[config.mk]
export PLATFORM = sky130hd
export DESIGN_NAME = fault_injector
export DESIGN_NICKNAME = d
export VERILOG_FILES = /design/src/rtl/fault_injector.sv
export SDC_FILE = /design/constraint.sdc
export NUM_CORES = 1
export LEC_CHECK = 0
export BUFFER_PORTS_ARGS = -buffer_cell sky130_fd_sc_hd__clkbuf_2
export CORE_ASPECT_RATIO = 1.5
export CORE_UTILIZATION = 50
export DETAILED_ROUTE_END_ITERATION = 6
export PLACE_DENSITY = 0.74
export SYNTH_ARGS = -nofsm -noshare
export SYNTH_HDL_FRONTEND = slang
export SYNTH_SLANG_ARGS = --single-unit
[constraint.sdc]
create_clock -name clk_i -period 4.3 [get_ports clk_i]
set_clock_uncertainty 0.2 [all_clocks]
set_input_delay 0.215 -clock clk_i [delete_from_list [all_inputs] [get_ports clk_i]]
set_output_delay 0.215 -clock clk_i [all_outputs]
set_load 0.02 [all_outputs]
[src/rtl/fault_injector.sv]
// Fault injector: corrupts selected channel beats on a pseudo-random schedule and counts
// injections and detected errors. Define FI_LATENCY_EN to add injection-to-detection latency outputs.
module fault_injector #(
   parameter int          N_CH     = 2,
   parameter int          DATA_W   = 32,
   parameter int          ADDR_W   = 32,
   parameter int          N_PAT    = 4,
   parameter int          CNT_W    = 8,
   parameter int          COOLDOWN = 16,
   parameter logic [31:0] SEED     = 32'hACE1_0001,
   localparam int         PAT_W    = (N_PAT > 1) ? $clog2(N_PAT) : 1
) (
   input  logic                     clk_i,
   input  logic                     rst_i,
   input  logic                     arm_i,
   input  logic                     clear_i,
   input  logic [1:0]               mode_i,
   input  logic [N_CH-1:0]          ch_mask_i,
   input  logic [7:0]               threshold_i,
   input  logic [CNT_W-1:0]         max_inj_i,
   input  logic [ADDR_W-1:0]        win_lo_i,
   input  logic [ADDR_W-1:0]        win_hi_i,
   input  logic                     pat_we_i,
   input  logic [PAT_W-1:0]         pat_idx_i,
   input  logic [DATA_W-1:0]        pat_data_i,
   input  logic [N_CH*ADDR_W-1:0]   addr_i,
   input  logic [N_CH*DATA_W-1:0]   data_i,
   output logic [N_CH*DATA_W-1:0]   data_o,
   input  logic                     error_i,
   output logic [N_CH-1:0]          inject_o,
   output logic [CNT_W-1:0]         inj_count_o,
   output logic [CNT_W-1:0]         det_count_o,
   output logic [1:0]               state_o
`ifdef FI_LATENCY_EN
   ,
   output logic [15:0]              lat_last_o,
   output logic [15:0]              lat_max_o
`endif
);

   localparam int          CH_W     = (N_CH > 1) ? $clog2(N_CH) : 1;
   localparam int          BIT_W    = (DATA_W > 1) ? $clog2(DATA_W) : 1;
   localparam int          CD_W     = $clog2(COOLDOWN + 1);
   localparam logic [31:0] TAPS     = 32'h8020_0003;
   localparam logic [31:0] SEED_EFF = (SEED == 32'd0) ? 32'd1 : SEED;

   typedef enum logic [1:0] {
      S_IDLE     = 2'd0,
      S_ARMED    = 2'd1,
      S_COOLDOWN = 2'd2,
      S_DONE     = 2'd3
   } state_t;

   state_t              state_q, state_d;
   logic [31:0]         lfsr_q, lfsr_next;
   logic [CD_W-1:0]     cd_cnt_q;
   logic                cd_done;
   logic [CNT_W-1:0]    inj_cnt_q, det_cnt_q;
   logic                err_prev_q, err_rise;
   logic [DATA_W-1:0]   pat_q [N_PAT];

   logic [CH_W-1:0]     r_ch;
   logic [BIT_W-1:0]    r_bit;
   logic [PAT_W-1:0]    r_pat;
   logic [ADDR_W-1:0]   addr_sel;
   logic                in_window, hit, budget_spent;

   logic                inj_valid_q;
   logic [CH_W-1:0]     inj_ch_q;
   logic [BIT_W-1:0]    inj_bit_q;
   logic [PAT_W-1:0]    inj_pat_q;
   logic [1:0]          inj_mode_q;

   // Random fields drawn from disjoint slices of the current LFSR word.
   assign r_ch  = CH_W'({24'd0, lfsr_q[15:8]} % 32'(N_CH));
   assign r_bit = BIT_W'({16'd0, lfsr_q[31:16]} % 32'(DATA_W));
   assign r_pat = PAT_W'({30'd0, lfsr_q[1:0]} % 32'(N_PAT));

   assign lfsr_next = {1'b0, lfsr_q[31:1]} ^ (lfsr_q[0] ? TAPS : 32'd0);

   always_comb begin
      // NOTE: every always_comb output gets a default first so no path leaves it unassigned (no latch).
      addr_sel = '0;
      for (int c = 0; c < N_CH; c++) begin
         if (r_ch == CH_W'(c)) addr_sel = addr_i[c*ADDR_W +: ADDR_W];
      end
   end

   assign in_window    = (addr_sel >= win_lo_i) && (addr_sel <= win_hi_i);
   assign hit          = (state_q == S_ARMED) && arm_i && (lfsr_q[7:0] < threshold_i)
                         && ch_mask_i[r_ch] && in_window;
   assign cd_done      = (cd_cnt_q == CD_W'(COOLDOWN - 1));
   assign budget_spent = (max_inj_i != '0) && (inj_cnt_q >= max_inj_i);
   assign err_rise     = error_i && !err_prev_q;

   always_comb begin
      state_d = state_q;
      if (!arm_i) begin
         state_d = S_IDLE;
      end else begin
         case (state_q)
            S_IDLE:     state_d = S_ARMED;
            S_ARMED:    if (hit) state_d = S_COOLDOWN;
            S_COOLDOWN: if (cd_done) state_d = budget_spent ? S_DONE : S_ARMED;
            S_DONE:     state_d = S_DONE;
            default:    state_d = S_IDLE;
         endcase
      end
   end

   // NOTE: sequential state uses non-blocking assignments so every register samples pre-edge values.
   always_ff @(posedge clk_i) begin
      if (rst_i) begin
         state_q    <= S_IDLE;
         lfsr_q     <= SEED_EFF;
         cd_cnt_q   <= '0;
         err_prev_q <= 1'b0;
      end else begin
         state_q    <= state_d;
         err_prev_q <= error_i;
         if (clear_i)                lfsr_q <= SEED_EFF;
         else if (state_q != S_IDLE) lfsr_q <= lfsr_next;
         if (state_q == S_COOLDOWN && !cd_done) cd_cnt_q <= cd_cnt_q + 1'b1;
         else                                   cd_cnt_q <= '0;
      end
   end

   always_ff @(posedge clk_i) begin
      if (rst_i) begin
         inj_cnt_q <= '0;
         det_cnt_q <= '0;
      end else if (clear_i) begin
         inj_cnt_q <= '0;
         det_cnt_q <= '0;
      end else begin
         if (hit && inj_cnt_q != '1) inj_cnt_q <= inj_cnt_q + 1'b1;
         if (err_rise && state_q != S_IDLE && det_cnt_q != '1) det_cnt_q <= det_cnt_q + 1'b1;
      end
   end

   // Injection parameters are captured at the hit edge and applied for exactly one cycle.
   always_ff @(posedge clk_i) begin
      if (rst_i) begin
         inj_valid_q <= 1'b0;
         inj_ch_q    <= '0;
         inj_bit_q   <= '0;
         inj_pat_q   <= '0;
         inj_mode_q  <= '0;
      end else begin
         inj_valid_q <= hit;
         if (hit) begin
            inj_ch_q   <= r_ch;
            inj_bit_q  <= r_bit;
            inj_pat_q  <= r_pat;
            inj_mode_q <= mode_i;
         end
      end
   end

   // NOTE: the pattern table is reset because campaigns rely on it reading zero until programmed.
   always_ff @(posedge clk_i) begin
      if (rst_i) begin
         for (int i = 0; i < N_PAT; i++) pat_q[i] <= '0;
      end else if (pat_we_i) begin
         pat_q[pat_idx_i] <= pat_data_i;
      end
   end

   function automatic logic [DATA_W-1:0] corrupt(input logic [DATA_W-1:0] word);
      logic [DATA_W-1:0] mask;
      mask = DATA_W'(1) << inj_bit_q;
      case (inj_mode_q)
         2'd0:    corrupt = word ^ mask;
         2'd1:    corrupt = word & ~mask;
         2'd2:    corrupt = word | mask;
         default: corrupt = pat_q[inj_pat_q];
      endcase
   endfunction

   always_comb begin
      data_o   = data_i;
      inject_o = '0;
      for (int c = 0; c < N_CH; c++) begin
         if (inj_valid_q && inj_ch_q == CH_W'(c)) begin
            inject_o[c]                 = 1'b1;
            data_o[c*DATA_W +: DATA_W]  = corrupt(data_i[c*DATA_W +: DATA_W]);
         end
      end
   end

   assign inj_count_o = inj_cnt_q;
   assign det_count_o = det_cnt_q;
   assign state_o     = state_q;

`ifdef FI_LATENCY_EN
   logic [15:0] lat_cnt_q, lat_last_q, lat_max_q;
   logic        lat_run_q;

   // The counter reads 1 in the cycle after inject_o, so an error k cycles later records k.
   always_ff @(posedge clk_i) begin
      if (rst_i || clear_i) begin
         lat_cnt_q  <= '0;
         lat_last_q <= '0;
         lat_max_q  <= '0;
         lat_run_q  <= 1'b0;
      end else if (inj_valid_q && err_rise) begin
         lat_last_q <= '0;
         lat_run_q  <= 1'b0;
      end else if (inj_valid_q) begin
         lat_cnt_q <= 16'd1;
         lat_run_q <= 1'b1;
      end else if (lat_run_q && err_rise) begin
         lat_last_q <= lat_cnt_q;
         if (lat_cnt_q > lat_max_q) lat_max_q <= lat_cnt_q;
         lat_run_q <= 1'b0;
      end else if (lat_run_q && lat_cnt_q != 16'hFFFF) begin
         lat_cnt_q <= lat_cnt_q + 16'd1;
      end
   end

   assign lat_last_o = lat_last_q;
   assign lat_max_o  = lat_max_q;
`endif

endmodule

==> reports/qor.yml, run 1 <==
setup_violations: 0
yosys_warnings: 0
cts_root_buf: "clkbuf_16"
async_reset_ff_share_pct: 0
finalHoldViolCount: 0
layout-drive-gt1-share_pct: 28.79
place.port_buffers: 335
intPower_mw: 3.331
clockPowerShare_pct: 35.6
vias: 12709
power_frac_comb_pct: 17.1
rsz0062_at_grt: "no"
synth.area.top_cells: "edfxtp_1, ha_1, dfxtp_1, mux2_2, o21ai_0"
syn_nets: 2085
cp-end-kind: "flip-flop"
critPathKind: "flip-flop to flip-flop"
synth.top_cell.area_share_pct: 24.94
synth.largest_area_cell: "edfxtp_1"
min-delay-start: "rst_i"
die_w_um: 145.4
avgSynthCellArea_um2: 9.504
tightest_slew_ps: 1188
antenna_found_initial: 6
nNetsFinal: 2402
routed_wl_um: 40560
rr_startpoint: "lfsr_q[8]$_SDFFE_PP0P_"
status: "finished, final reports clean"
path_clk_slew_ps: 80
syn_to_final_growth_pct: 19.31
dr.first_iter.drc_count: 568
track_usage_pct: 25.89
syn_inst: 1622
synthFlopType: "edfxtp_1"
cp_data_required_time_ps: 4430
grt_pass1_wl_um: 64650
htreeDepth: 4
worstRegToRegCells: 10
start_util_pct: 50.95
synth_edf_count: 128
swShare_pct: 26.62
cts_buffers: 17
num_rows: 78
grt-ovfl-total: 0
p_per_area_mw_per_mm2: 246.8
slew-limit-headroom_pct: 20.50
period_share_pct: 89.99
arrival_ps: 4000
synth.distinct_cells: 66
ioPinCount: 336
cp_max_fo: 25
dr.pass1.iters: 5
yosysSeqAreaShare_pct: 33.90
cap_violations: 0
finalPower_mw: 4.539
grt_max_degree: 129
whs_path_depth: 3
n_fill_cell: 2591
slew_violations: 0
fp.coreArea_mm2: 0.03025
min_to: "inj_bit_q[4]$_SDFFE_PP0P_"
cts_resized: 0
r2r_end: "inj_count_o[4]$_SDFFE_PP0P_"
ys_seq_elements: 197
syn_area_mm2: 0.01541
tns_ps: 0
fin_crit_ps: 3870
drt.antenna.violating_nets: 0
drc: 0
leakage_nw: 8.118
clock_latency_ps: 440
max_freq_mhz: 258.4
grt_pass1_vias: 12968
dieArea_mm2: 0.03155
cp-start-kind: "flip-flop"
clock_sinks: 197
viasPerCell: 5.390
clk_path_buf_depth: 2
gp_congestion: 0.8971
p_sw_mw: 1.208
vdd_ir_drop_max_v: 0.0002919
r2r_slack_ps: 430
hpwl_um: 30950
wl_per_cell_um: 17.20
hold_path_class: "primary input to flip-flop"
seq_power_share_pct: 47.3
die_y_um: 217.0
cts_tree: "yes"
synthesized netlist by cell type, types with 8 or more instances:
cell        n
nor2b_1   103
and3_1      8
nor3_1      8
nand2_1   152
nor2_1     31
a21oi_1    53
inv_1     148
buf_2       9
mux4_2     32
a21o_1      8
o21ai_0   172
nand3_2    10
edfxtp_1  128
a21oi_2    10
nand4_1    18
ha_1      211
o21ai_1     9
o211ai_1   33
buf_1       9
dfxtp_1    69
mux2_2     96
nand3_1    20
clkbuf_1   69
and2_1    132
power by group through the flow:
stage          logic, mW  clock network (mW)  registers, mW
2_1_floorplan      0.450                   0           2.17
3_3_place_gp       0.719                   0           2.18
3_5_place_dp       0.743                   0           2.19
4_1_cts            0.779                1.63           2.15
5_1_grt            0.867                1.69           2.16
6_report           0.776                1.62           2.15
placed cells by master, fill, tap and decap left out, drive strengths merged, types with 18 or more instances in the layout:
cell         instances
ha                 211
edfxtp             128
clkbuf             353
and2               132
nand2              152
o21ai              181
dlygate4sd3         37
buf                 19
nand4               18
o211ai              34
nor2                32
mux4                32
inv                157
nor2b              103
a21oi               63
nand3               30
dfxtp               69
mux2                97
per-layer routing:
layer	GRT usage, %	routed length, µm
met1	28.52	15980
met4	8.982	1051
met3	4.088	1899
met2	49.81	21610
met5	0	12
layout make-up:
type	count	area [µm²]	area share [%]
Antenna cell	6	15.01	0.08164
Sequential cell	197	5233	28.45
Tap cell	400	500.5	2.721
Clock inverter	14	155.1	0.8436
Clock buffer	18	450.4	2.449
Timing Repair Buffer	391	2215	12.04
Inverter	149	559.3	3.041
Multi-Input combinational cell	1183	9264	50.37
how the worst max path moves through the flow:
stage	start	endpoint	cells after the start
final	lfsr_q[8]$_SDFFE_PP0P_	inj_count_o[4]$_SDFFE_PP0P_	10
after global routing	lfsr_q[8]$_SDFFE_PP0P_	inj_count_o[4]$_SDFFE_PP0P_	10
after CTS	lfsr_q[8]$_SDFFE_PP0P_	inj_count_o[4]$_SDFFE_PP0P_	10
after detailed placement	lfsr_q[8]$_SDFFE_PP0P_	inj_count_o[4]$_SDFFE_PP0P_	10
after global placement	lfsr_q[8]$_SDFFE_PP0P_	inj_count_o[4]$_SDFFE_PP0P_	10
after floorplan	lfsr_q[8]$_SDFFE_PP0P_	inj_count_o[4]$_SDFFE_PP0P_	11
registers in the layout, indices dropped and copies added (netlist names), named ones only:
signal,flops
inj_mode_q,2
inj_valid_q,1
err_prev_q,1
pat_q,128
det_count_o,8
inj_bit_q,5
state_o,2
inj_ch_q,1
cd_cnt_q,5
lfsr_q,32
inj_pat_q,2
inj_count_o,8
cells by family after synthesis:
family                     synth area share (%)
adders and majority gates                 17.13
muxes                                     11.96
DFF                                       33.90
xor gates and xnor gates                 0.5114
and+or+nand+nor                           18.30
AOI/OAI and AO/OA                         12.02
buffers and inverters                     6.185
critical path, stage by stage (launching register included):
cell,delay (ps)
dfxtp_2,750
buf_12,230
mux2_2,360
ha_1,320
nand4_1,170
nor4_2,420
nand3_1,170
o31ai_2,110
o211ai_2,330
nor3_1,330
mux2_1,350
stage by stage:
stage                     instance area [µm²]  cells  hold WS, ps  setup slack (ps)  util [%]
after floorplan                         15410   1622        143.2              1076         -
after global placement                  17400   2283        231.7             563.3     57.51
after detailed placement                17400   2283        243.4             476.0     57.51
after CTS                               18380   2352        24.36             417.9     60.74
after global routing                    18390   2356        48.35             205.7     60.77
final                                   18390   2358        45.88             430.3     60.79
timing repair:
item / CTS / global route
hold buffers: 37 / 0
endpoints found under the hold margin: 135 / 0
buffers inserted: 0 / 0
(Power assumes the default switching activity.)
==> run 2: changes to the inputs <==
--- a/config.mk
+++ b/config.mk
@@ -8,6 +8,7 @@
 export BUFFER_PORTS_ARGS = -buffer_cell sky130_fd_sc_hd__clkbuf_2
 export CORE_ASPECT_RATIO = 1.5
 export CORE_UTILIZATION = 50
+export CTS_BUF_LIST = sky130_fd_sc_hd__clkbuf_4 sky130_fd_sc_hd__clkbuf_8
 export DETAILED_ROUTE_END_ITERATION = 6
 export PLACE_DENSITY = 0.74
 export SYNTH_ARGS = -nofsm -noshare
==> run 2 against run 1 <==
Net effect: setup slack got worse by 210 ps; first-iteration DRC count is 13% lower; combinational power is essentially flat; routed wire length shrank 0.46%; critical path type unchanged.
==> reports/qor.yml, run 2 (synthesized netlist as in run 1, its figures left out) <==
slowest_stage: "dfxtp_4"
cp-start-kind: "flip-flop"
max_freq_mhz: 245.3  # -5.1%
clock_latency_ps: 470  # +30 ps
drt.antenna.violating_nets: 0  # unchanged
layout-drive-gt1-share_pct: 28.76  # -0.029 points
grt_pass1_wl_um: 64350  # -0.46%
clock_sinks: 197  # unchanged
fin_hold_ws_ps: 254.9  # +209.0 ps
clk_path_buf_depth: 2  # unchanged
cap_violations: 0  # unchanged
vdd_ir_drop_max_v: 0.0002008  # -31%
start_util_pct: 50.95  # unchanged
worstRegToRegCells: 11  # +1
utilization_pct: 60.27  # -0.52 points
worstPathCellList: "mux2_2 -> ha_1 -> a21oi_1 -> o21ai_0 -> a221oi_1 -> nor3b_1 -> o211a_1 -> buf_4 -> nand3_2 -> a21oi_2 -> dlygate4sd3_1"
finalHoldViolCount: 0  # unchanged
cp_max_fo: 25  # unchanged
leakage_nw: 8.044  # -0.91%
slew_violations: 0  # unchanged
num_rows: 78  # unchanged
grt_pass1_vias: 12973  # +0.039%
largest_register: "pat_q"
antenna_found_initial: 9  # +3
grt-ovfl-total: 0  # unchanged
hpwl_um: 30950  # unchanged
cp-endpoint: "inj_mode_q[0]$_SDFFE_PP0P_"
final_cell_mix: "clkbuf_2, ha_1, o21ai_0"
rr_startpoint: "lfsr_q[8]$_SDFFE_PP0P_"
viasPerCell: 5.371  # -0.35%
hold_path_class: "flip-flop to flip-flop"
cts_root_buf: "clkbuf_8"
dp_slack_ps: 476.0  # unchanged
wl_per_cell_um: 17.09  # -0.67%
track_usage_pct: 25.76  # -0.13 points
arrival_ps: 4300  # +300 ps
grt_max_degree: 129  # unchanged
nNetsFinal: 2404  # +0.083%
whs_path_depth: 2  # -1
reg_top3: "pat_q: 128 flops, lfsr_q: 32 flops"
fin_crit_ps: 4077  # +206.8 ps
period_share_pct: 94.80  # +4.8 points
cts_buffers: 17  # unchanged
gp_congestion: 0.8971  # unchanged
cp-end-kind: "flip-flop"
setup_violations: 0  # unchanged
vias: 12691  # -0.14%
rsz0062_at_grt: "no"
drc: 0  # unchanged
cts_tree: "yes"
r2r_slack_ps: 220  # -210 ps
tns_ps: 0  # unchanged
n_fill_cell: 2626  # +1.4%
crit_path_max_incr_delay_ps: 600  # -150 ps
dr.first_iter.drc_count: 493  # -13%
die_w_um: 145.4  # unchanged
cp_data_required_time_ps: 4520  # +90 ps
r2r_end: "inj_mode_q[0]$_SDFFE_PP0P_"
routed_wl_um: 40370  # -0.46%
path_clk_slew_ps: 110  # +30 ps
layout_commonest_cell: "clkbuf_2"
critPathLaunch: "lfsr_q[8]$_SDFFE_PP0P_"
die_y_um: 217.0  # unchanged
fp.coreArea_mm2: 0.03025  # unchanged
slew-limit-headroom_pct: 21.45  # +0.95 points
status: "finished, final reports clean"
largest_reg_flops: 128  # unchanged
htreeDepth: 4  # unchanged
tightest_slew_ps: 1174  # -14.13 ps
setup_ws_ps: 223.5  # -206.8 ps
place.port_buffers: 335  # unchanged
dr.pass1.iters: 5  # unchanged
p_per_area_mw_per_mm2: 228.1  # -7.6%
dieArea_mm2: 0.03155  # unchanged
critPathKind: "flip-flop to flip-flop"
ioPinCount: 336  # unchanged
syn_to_final_growth_pct: 18.30
run 2: power breakdown:
group	switching [mW]	internal, mW	leakage, nW
clock network	0.692	0.546	0.216
logic	0.423	0.354	6.02
registers	0.0311	2.11	1.80
total	1.15	3.01	8.04
run 2: final cells by class:
class / count / area [µm²] / share of cell area (%)
diodes: 9 / 22.52 / 0.1235
clock buffers: 17 / 234.0 / 1.283
clock inverters: 15 / 185.2 / 1.016
inverters: 149 / 559.3 / 3.067
multi-input cells: 1183 / 9264 / 50.80
flip-flops and latches: 197 / 5235 / 28.71
well taps: 400 / 500.5 / 2.745
repair buffers: 393 / 2235 / 12.25
run 2: layer usage:
layer	vias to the layer above	wire length, µm	global-route usage, %	part of all wire, %
met5	-	12	0	0.030
met4	2	1363	11.30	3.4
met3	71	1977	4.067	4.9
met2	385	21290	48.75	53
met1	5941	15730	28.15	39
li1	6292	-	-	-
run 2: per-stage QoR:
step / power [mW] / std cells / area [µm²]
detailed placement: 2.932 / 2283 / 17400
finish: 4.159 / 2363 / 18240
floorplan: 2.624 / 1622 / 15410
global route: 4.338 / 2361 / 18230
CTS: 4.181 / 2354 / 18210
global placement: 2.900 / 2283 / 17400
run 2: how the worst min path moves through the flow:
stage,start,endpoint
global placement,cd_cnt_q[0]$_SDFF_PP0_,cd_cnt_q[0]$_SDFF_PP0_
detailed placement,lfsr_q[28]$_SDFFE_PP0P_,lfsr_q[28]$_SDFFE_PP0P_
CTS,lfsr_q[28]$_SDFFE_PP0P_,lfsr_q[28]$_SDFFE_PP0P_
floorplan,error_i,err_prev_q$_SDFF_PP0_
finish,lfsr_q[28]$_SDFFE_PP0P_,lfsr_q[28]$_SDFFE_PP0P_
global route,cd_cnt_q[0]$_SDFF_PP0_,cd_cnt_q[0]$_SDFF_PP0_
run 2: critical path: cells and delay by family, from the launching register on:
family	cells	cell delay, ps
AND/OR/NAND/NOR	2	550
multiplexers	1	400
adder cells (fa/ha/maj)	1	300
AO/OA/AOI/OAI	5	1110
flip-flops	1	600
buffers and inverters	2	840
run 2: timing repair:
action                                 in CTS  in global routing
hold buffers                               39                  0
endpoints found under the hold margin     146                  0
setup endpoints to repair                   0                  1
gates resized for setup                     0                  1
buffers inserted                            0                  0
